===== src/rtl/spi_word_bridge.sv =====
// SPI mode-0 slave moving 16-bit words between an SPI host and a word bus.
// Optional SPI_TX_MARKER_EN: frames with no pending tx word shift out 16'hFFFF.
module spi_word_bridge #(
   parameter int WORD_SIZE   = 16,
   parameter int VALID_HOLD  = 4,
   parameter int READY_HOLD  = 4,
   parameter int SYNC_STAGES = 2
) (
   input  logic                 clk,
   input  logic                 reset,
   input  logic                 spi_sck,
   input  logic                 spi_cs_n,
   input  logic                 spi_mosi,
   output logic                 spi_miso,
   output logic                 spi_2_bus_valid,
   output logic [WORD_SIZE-1:0] spi_2_bus_data,
   input  logic                 bus_2_spi_valid,
   input  logic [WORD_SIZE-1:0] bus_2_spi_data,
   output logic                 bus_2_spi_ready,
   output logic                 rx_overrun,
   output logic                 tx_underrun
);

`ifdef SPI_TX_MARKER_EN
   localparam logic [WORD_SIZE-1:0] UNDERRUN_WORD = '1;
`else
   localparam logic [WORD_SIZE-1:0] UNDERRUN_WORD = '0;
`endif

   localparam int CW  = $clog2(WORD_SIZE);
   localparam int VCW = $clog2(VALID_HOLD + 3);
   localparam int RCW = $clog2(READY_HOLD + 1);

   typedef enum logic {IDLE, SHIFT} state_t;

   state_t state, state_n;

   logic [SYNC_STAGES-1:0] sck_sy, cs_sy, mosi_sy;
   logic                   sck_d, cs_d;
   logic                   sck_s, cs_s, mosi_s;
   logic                   sck_rise, sck_fall, cs_fall;

   logic [CW-1:0]          bit_cnt;
   logic [WORD_SIZE-2:0]   rx_shift;
   logic [WORD_SIZE-1:0]   word;
   logic                   end_pend;
   logic [VCW-1:0]         vcnt;

   logic [WORD_SIZE-1:0]   tx_shift, tx_buf;
   logic                   tx_pending, pend_after;
   logic [RCW-1:0]         rcnt;

   logic start, stop, rise, fall;
   logic word_done, load, shift;

   assign sck_s    = sck_sy[SYNC_STAGES-1];
   assign cs_s     = cs_sy[SYNC_STAGES-1];
   assign mosi_s   = mosi_sy[SYNC_STAGES-1];
   assign sck_rise = sck_s & ~sck_d;
   assign sck_fall = ~sck_s & sck_d;
   assign cs_fall  = ~cs_s & cs_d;
   assign word     = {rx_shift, mosi_s};
   assign spi_miso = (state == SHIFT) & tx_shift[WORD_SIZE-1];

   always_ff @(posedge clk or posedge reset) begin
      if (reset) begin
         sck_sy  <= '0;
         cs_sy   <= '1;
         mosi_sy <= '0;
         sck_d   <= 1'b0;
         cs_d    <= 1'b1;
      end else begin
         sck_sy  <= {sck_sy[SYNC_STAGES-2:0], spi_sck};
         cs_sy   <= {cs_sy[SYNC_STAGES-2:0], spi_cs_n};
         mosi_sy <= {mosi_sy[SYNC_STAGES-2:0], spi_mosi};
         sck_d   <= sck_s;
         cs_d    <= cs_s;
      end
   end

   always_ff @(posedge clk or posedge reset) begin
      if (reset) state <= IDLE;
      else       state <= state_n;
   end

   always_comb begin
      state_n = state;
      start   = 1'b0;
      stop    = 1'b0;
      rise    = 1'b0;
      fall    = 1'b0;
      unique case (state)
         IDLE: begin
            if (cs_fall) begin
               state_n = SHIFT;
               start   = 1'b1;
            end
         end
         SHIFT: begin
            if (cs_s) begin
               state_n = IDLE;
               stop    = 1'b1;
            end else begin
               rise = sck_rise;
               fall = sck_fall;
            end
         end
         default: state_n = IDLE;
      endcase
      word_done  = rise && (bit_cnt == CW'(WORD_SIZE - 1));
      load       = start || (fall && end_pend);
      shift      = fall && !end_pend;
      pend_after = load ? 1'b0 : tx_pending;
   end

   // Receive side; the hold counter also covers a 2-cycle gap after valid
   always_ff @(posedge clk or posedge reset) begin
      if (reset) begin
         bit_cnt         <= '0;
         rx_shift        <= '0;
         end_pend        <= 1'b0;
         vcnt            <= '0;
         spi_2_bus_valid <= 1'b0;
         spi_2_bus_data  <= '0;
         rx_overrun      <= 1'b0;
      end else begin
         if (start || stop) begin
            bit_cnt  <= '0;
            end_pend <= 1'b0;
         end else begin
            if (rise) begin
               rx_shift <= word[WORD_SIZE-2:0];
               bit_cnt  <= word_done ? '0 : bit_cnt + 1'b1;
            end
            if (word_done)             end_pend <= 1'b1;
            else if (fall && end_pend) end_pend <= 1'b0;
         end
         if (word_done && vcnt == '0) begin
            spi_2_bus_data <= word;
            vcnt           <= VCW'(VALID_HOLD + 2);
         end else begin
            if (word_done) rx_overrun <= 1'b1;
            if (vcnt != '0) vcnt <= vcnt - 1'b1;
         end
         spi_2_bus_valid <= vcnt > VCW'(2);
      end
   end

   // Transmit side; a load and a capture may coincide
   always_ff @(posedge clk or posedge reset) begin
      if (reset) begin
         tx_shift        <= '0;
         tx_buf          <= '0;
         tx_pending      <= 1'b0;
         rcnt            <= '0;
         bus_2_spi_ready <= 1'b0;
         tx_underrun     <= 1'b0;
      end else begin
         if (load) begin
            if (tx_pending) begin
               tx_shift <= tx_buf;
            end else begin
               tx_shift    <= UNDERRUN_WORD;
               tx_underrun <= 1'b1;
            end
         end else if (shift) begin
            tx_shift <= {tx_shift[WORD_SIZE-2:0], 1'b0};
         end
         if (bus_2_spi_valid && !pend_after) begin
            tx_buf     <= bus_2_spi_data;
            tx_pending <= 1'b1;
         end else begin
            tx_pending <= pend_after;
         end
         if (load && tx_pending) rcnt <= RCW'(READY_HOLD);
         else if (rcnt != '0)    rcnt <= rcnt - 1'b1;
         bus_2_spi_ready <= rcnt != '0;
      end
   end

endmodule

===== config.mk =====
export PLATFORM = sky130hd
export DESIGN_NAME = spi_word_bridge
export DESIGN_NICKNAME = d
export VERILOG_FILES = /design/src/rtl/spi_word_bridge.sv
export SDC_FILE = /design/constraint.sdc
export NUM_CORES = 1
export LEC_CHECK = 0
export ABC_AREA = 1
export CAP_MARGIN = 25
export CORE_AREA = 5 5 123 125
export DETAILED_ROUTE_END_ITERATION = 8
export DIE_AREA = 0 0 128 130
export PLACE_DENSITY = 0.52
export SETUP_SLACK_MARGIN = 0.4
export SLEW_MARGIN = 10
export SYNTH_ARGS = -nofsm -noshare
export SYNTH_HDL_FRONTEND = slang
export SYNTH_SLANG_ARGS = --single-unit

===== constraint.sdc =====
create_clock -name clk -period 3.55 [get_ports clk]
set_clock_uncertainty 0.15 [all_clocks]
set_input_delay 0.5325 -clock clk [delete_from_list [all_inputs] [get_ports clk]]
set_output_delay 0.5325 -clock clk [all_outputs]
set_load 0.005 [all_outputs]

=== Word-level counts from Yosys, hierarchy flattened ===
Cells that the tools add are included.
W data, S select, Z words.

* Output and inout bits: 21
* Bits of input ports: 22
* Word-level logic and storage cells: 81
* Bits in registers: 88

* Equal/unequal tests: 1
* Bitwise logic cells: 11
* $add $sub $neg: 3
* Mux-type cells: 25
* Reduce and logical (&&, ||, !) cells: 21
* $lt $le $gt $ge: 1

{| class="wikitable"
|+ Operator list
! kind !! count
|-
| $mux W16 || 3
|-
| $mux W1 || 14
|-
| $mux W3 || 4
|-
| $mux W4 || 3
|-
| $reduce_bool A3 Y1 || 3
|-
| $reduce_bool A2 Y1 || 4
|-
| $not A1 Y1 || 7
|-
| $logic_and A1 B1 Y1 || 6
|-
| $reduce_and A2 Y1 || 3
|-
| $sub A3 B1 Y3 const B || 2
|-
| $add A4 B1 Y4 const B || 1
|-
| $and A1 B1 Y1 || 4
|-
| $eq A4 B4 Y1 const B || 1
|-
| $gt A3 B2 Y1 const B || 1
|-
| $logic_not A3 Y1 || 1
|-
| $logic_not A1 Y1 || 2
|-
| $logic_or A1 B1 Y1 || 2
|-
| $pmux W1 S2 || 1
|}

=== Logic depth before layout (Yosys ltp) ===
* Depth in word-level cells: 10
* Depth in mapped cells: 8
* Mapped depth without buffers: 8

=== Worst setup path before layout ===
OpenSTA, ideal clock, no wires.

* Kind: register to register
* Start point: register vcnt[0]
* End point: register spi_2_bus_data[0]
* Cell stages (with the launch flop): 9
* Arrival: 1.332 ns
* Required time: 3.283 ns
* Setup time: 0.117 ns
* Path buffers: 1
* Period minus slack after synthesis: 1.599 ns
* Setup slack: 1.951 ns
* Path through: dfrtp_1 > inv_1 > ha_1 > inv_1 > nor2_1 > nand3_4 > buf_6 > nand2_1 > o21ai_2

* Cells in the longest elaborated chain, start to end: 2

{| class="wikitable"
|+ Ends and longest elaborated chain
! element !! line !! text
|-
| start: declaration || 47 || <nowiki>logic [VCW-1:0] vcnt;</nowiki>
|-
| start signal: assignment || 140 || <nowiki>vcnt <= VCW'(VALID_HOLD + 2);</nowiki>
|-
| start signal: assignment || 143 || <nowiki>if (vcnt != '0) vcnt <= vcnt - 1'b1;</nowiki>
|-
| $logic_not A3 Y1 || 138 || <nowiki>if (word_done && vcnt == '0) begin</nowiki>
|-
| $logic_and A1 B1 Y1 || 138 ||
|-
| end signal: assignment || 139 || <nowiki>spi_2_bus_data <= word;</nowiki>
|-
| end: declaration || 16 || <nowiki>output logic [WORD_SIZE-1:0] spi_2_bus_data,</nowiki>
|}

Every way passes these cells.
A chain may end at the register's enable or synchronous reset.

=== Worst setup path after layout ===
* Start point: register vcnt[1]
* End point: register spi_2_bus_data[6]

The elaborated chain is that of the path after synthesis.

==> flow_summary.json <==
{
  "status": "completed",
  "seqPwrFrac_pct": 46.1,
  "rsz0062_at_grt": "no",
  "finalCritPeriodShare_pct": 59.9,
  "cp_num_buf_inv": 2,
  "fin_crit_ps": 2130,
  "final_common_cell": "nand2_1",
  "pre_cts_ws_ps": 1460,
  "avgSynthCellArea_um2": 9.20,
  "cp_cell_sequence": "inv_1, ha_1, inv_1, nor2_1, nand3_4, nand2_1, o21ai_2",
  "dr.first_iter.drc_count": 165,
  "synthTopCellsByArea": "dfrtp_1, nand2_1, nand3_1, inv_1, o21ai_2",
  "regArea_um2": 2210,
  "clock_latency_ps": 330,
  "io_pins": 43,
  "switchingPower_mw": 0.715,
  "cts_tree": "done",
  "die_area_um2": 16600,
  "peakVddDrop_uv": 194,
  "synth_area_um2": 4050,
  "dp_hpwl_um": 5320,
  "synth_top_area_share_pct": 52.5,
  "num-nets-final": 502,
  "post-cts-setup-buffer-count": 0,
  "min_from": "mosi_sy[0]$_DFF_PP0_",
  "drv_slew": 0,
  "crit_start": "vcnt[1]$_DFFE_PP0P_",
  "clockRootBuffer": "clkbuf_16",
  "end_kind": "flop",
  "syn_to_final_growth_pct": 19.8,
  "p_int_mw": 1.96,
  "crit_path_max_fanout": 32,
  "grt_pass1_wl_um": 13700,
  "setup_tns_ps": 0,
  "synth.distinct_cells": 33,
  "cts_max_level": 3,
  "crit_cells": 7,
  "via_per_inst": 4.34,
  "synth_warnings": 0,
  "rows": 43,
  "holdWs_ps": 204,
  "drt-wirelength-per-cell_um": 11.9,
  "ant_nets": 0,
  "swShare_pct": 26.8,
  "clockBufferDepth": 2,
  "place.gp.congestion": 0.707,
  "die_h_um": 130,
  "grt_pass1_vias": 2870,
  "ctsHoldBuffers": 0,
  "layout-drive-gt1-share_pct": 11.5,
  "diodes": 0,
  "overflow": 0,
  "critPathSlowestCell": "nand3_4",
  "grt_antenna_before_repair": 0,
  "cp.arrival_ps": 2190,
  "final_cell_mix": "nand2_1, dfrtp_1, inv_1",
  "p_comb_share_pct": 15.1,
  "via_count": 2857,
  "final-setup-viol-count": 0,
  "reg2reg_from": "vcnt[1]$_DFFE_PP0P_",
  "synth_seq_area_share_pct": 54.5,
  "grt_max_degree": 48,
  "dr.pass1.iters": 4,
  "tritoncts_num_sinks": 88,
  "tightest_slew_ps": 751,
  "relSlewSlack_pct": 49.9,
  "multi_input_comb_area_um2": 1390,
  "clk_pin_slew_ps": 70,
  "synthesis.nets": 468,
  "synth_top_area_cell": "dfrtp_1",
  "synthesis.instances": 440,
  "numPortBuffers": 42,
  "max-cap-violations": 0,
  "critical_path_required_ps": 3610,
  "cts_made_buffers": 9,
  "fp.dieW_um": 128,
  "path_class": "flop to flop",
  "crit_top_cell": "inv_1",
  "grt_usage_pct": 10.1,
  "cp_top_family": "simple AND/OR/NAND/NOR gates",
  "num-fill-cells": 1465,
  "synth_seq_cells": 88,
  "power_density_nw_per_um2": 551,
  "clockPowerShare_pct": 38.8,
  "core_um2": 13800,
  "worstHoldPathCells": 0,
  "drcViolationCount": 0,
  "p_leak_nw": 2.38,
  "hold_class": "flop to flop",
  "fin_ws_ps": 1420,
  "initial_utilization_pct": 29.4,
  "ctsResizeCount": 0,
  "max_stage_delay_ps": 450,
  "crit_path_start_kind": "flop",
  "fmax_mhz": 470,
  "hold_viol": 0,
  "r2r_cells": 7,
  "wirelength_um": 7860
}
[metal layers]
layer / wire length, um / global-route usage [%] / vias up / part of all wire, %
met5: 0 / 0 / - / 0
met4: 57 / 3.00 / 0 / 0.73
met3: 316 / 3.03 / 4 / 4.0
met2: 3670 / 16.2 / 44 / 47
met1: 3820 / 13.2 / 1371 / 49
li1: - / - / 1438 / -
[per-stage QoR]
stage | instances | instance area (um2) | util, % | power [mW]
final | 659 | 4850 | 35.2 | 2.67
after global placement | 643 | 4520 | 32.8 | 1.65
after CTS | 659 | 4850 | 35.2 | 2.71
after floorplan | 440 | 4050 | - | 1.56
after detailed placement | 643 | 4520 | 32.8 | 1.67
after global routing | 659 | 4850 | 35.2 | 2.84
[power groups by stage]
stage,registers [mW],logic [mW],clock network [mW]
global placement,1.25,0.400,0
finish,1.23,0.402,1.04
detailed placement,1.25,0.413,0
CTS,1.24,0.415,1.06
floorplan,1.23,0.332,0
global route,1.25,0.471,1.11
[final cells by class]
cell class / count / share of cell area (%)
clock inverter: 7 / 2.14
tap: 180 / 4.64
inverter: 67 / 5.26
timing repair buffer: 43 / 9.08
multi-input combinational: 265 / 28.7
clock buffer: 9 / 4.64
sequential: 88 / 45.5
[synth_stat cells (all sizes together)]
cell type	n
o22ai	1
nand3	53
inv	67
dfrtp	85
nor2	23
nor3	2
o21ai	38
dfstp	3
o21bai	3
or2	1
clkbuf	4
xnor2	1
nand2	116
a21oi	17
buf	16
o21a	1
ha	6
xor2	3
[sequential cells by signal (all words and copies together), names as in the netlist]
register and count:
rx_shift 15, spi_2_bus_data 16, state 1, cs_d 1, mosi_sy 2, bit_cnt 4, bus_2_spi_ready 1, sck_sy 2
tx_shift 16, tx_pending 1, vcnt 3, sck_d 1, tx_underrun 1, rcnt 3, rx_overrun 1, end_pend 1
tx_buf 16, spi_2_bus_valid 1, cs_sy 2
[worst reg2reg max path: stages (launching register included)]
cell and delay, ps:
dfrtp_1 390, inv_1 120, ha_1 160, inv_1 40
nor2_1 390, nand3_4 450, nand2_1 230, o21ai_2 70
[cell families after synthesis]
kind of cell	synth area share (%)
xor+xnor	0.865
buf+inv	11.1
fa+ha+maj	1.85
simple gates	22.3
flops	54.5
compound gates	9.36
[path summary, 6_finish.rpt]
kind	end	slack, ps
min in group asynchronous	rx_shift[6]$_DFFE_PP0P_	470
min	mosi_sy[1]$_DFF_PP0_	200
max reg2reg	spi_2_bus_data[6]$_DFFE_PP0P_	1420
min reg2reg	mosi_sy[1]$_DFF_PP0_	200
max	spi_2_bus_data[6]$_DFFE_PP0P_	1420
max in group asynchronous	tx_shift[4]$_DFFE_PP0P_	2100
Power figures use the tool's default switching activity.
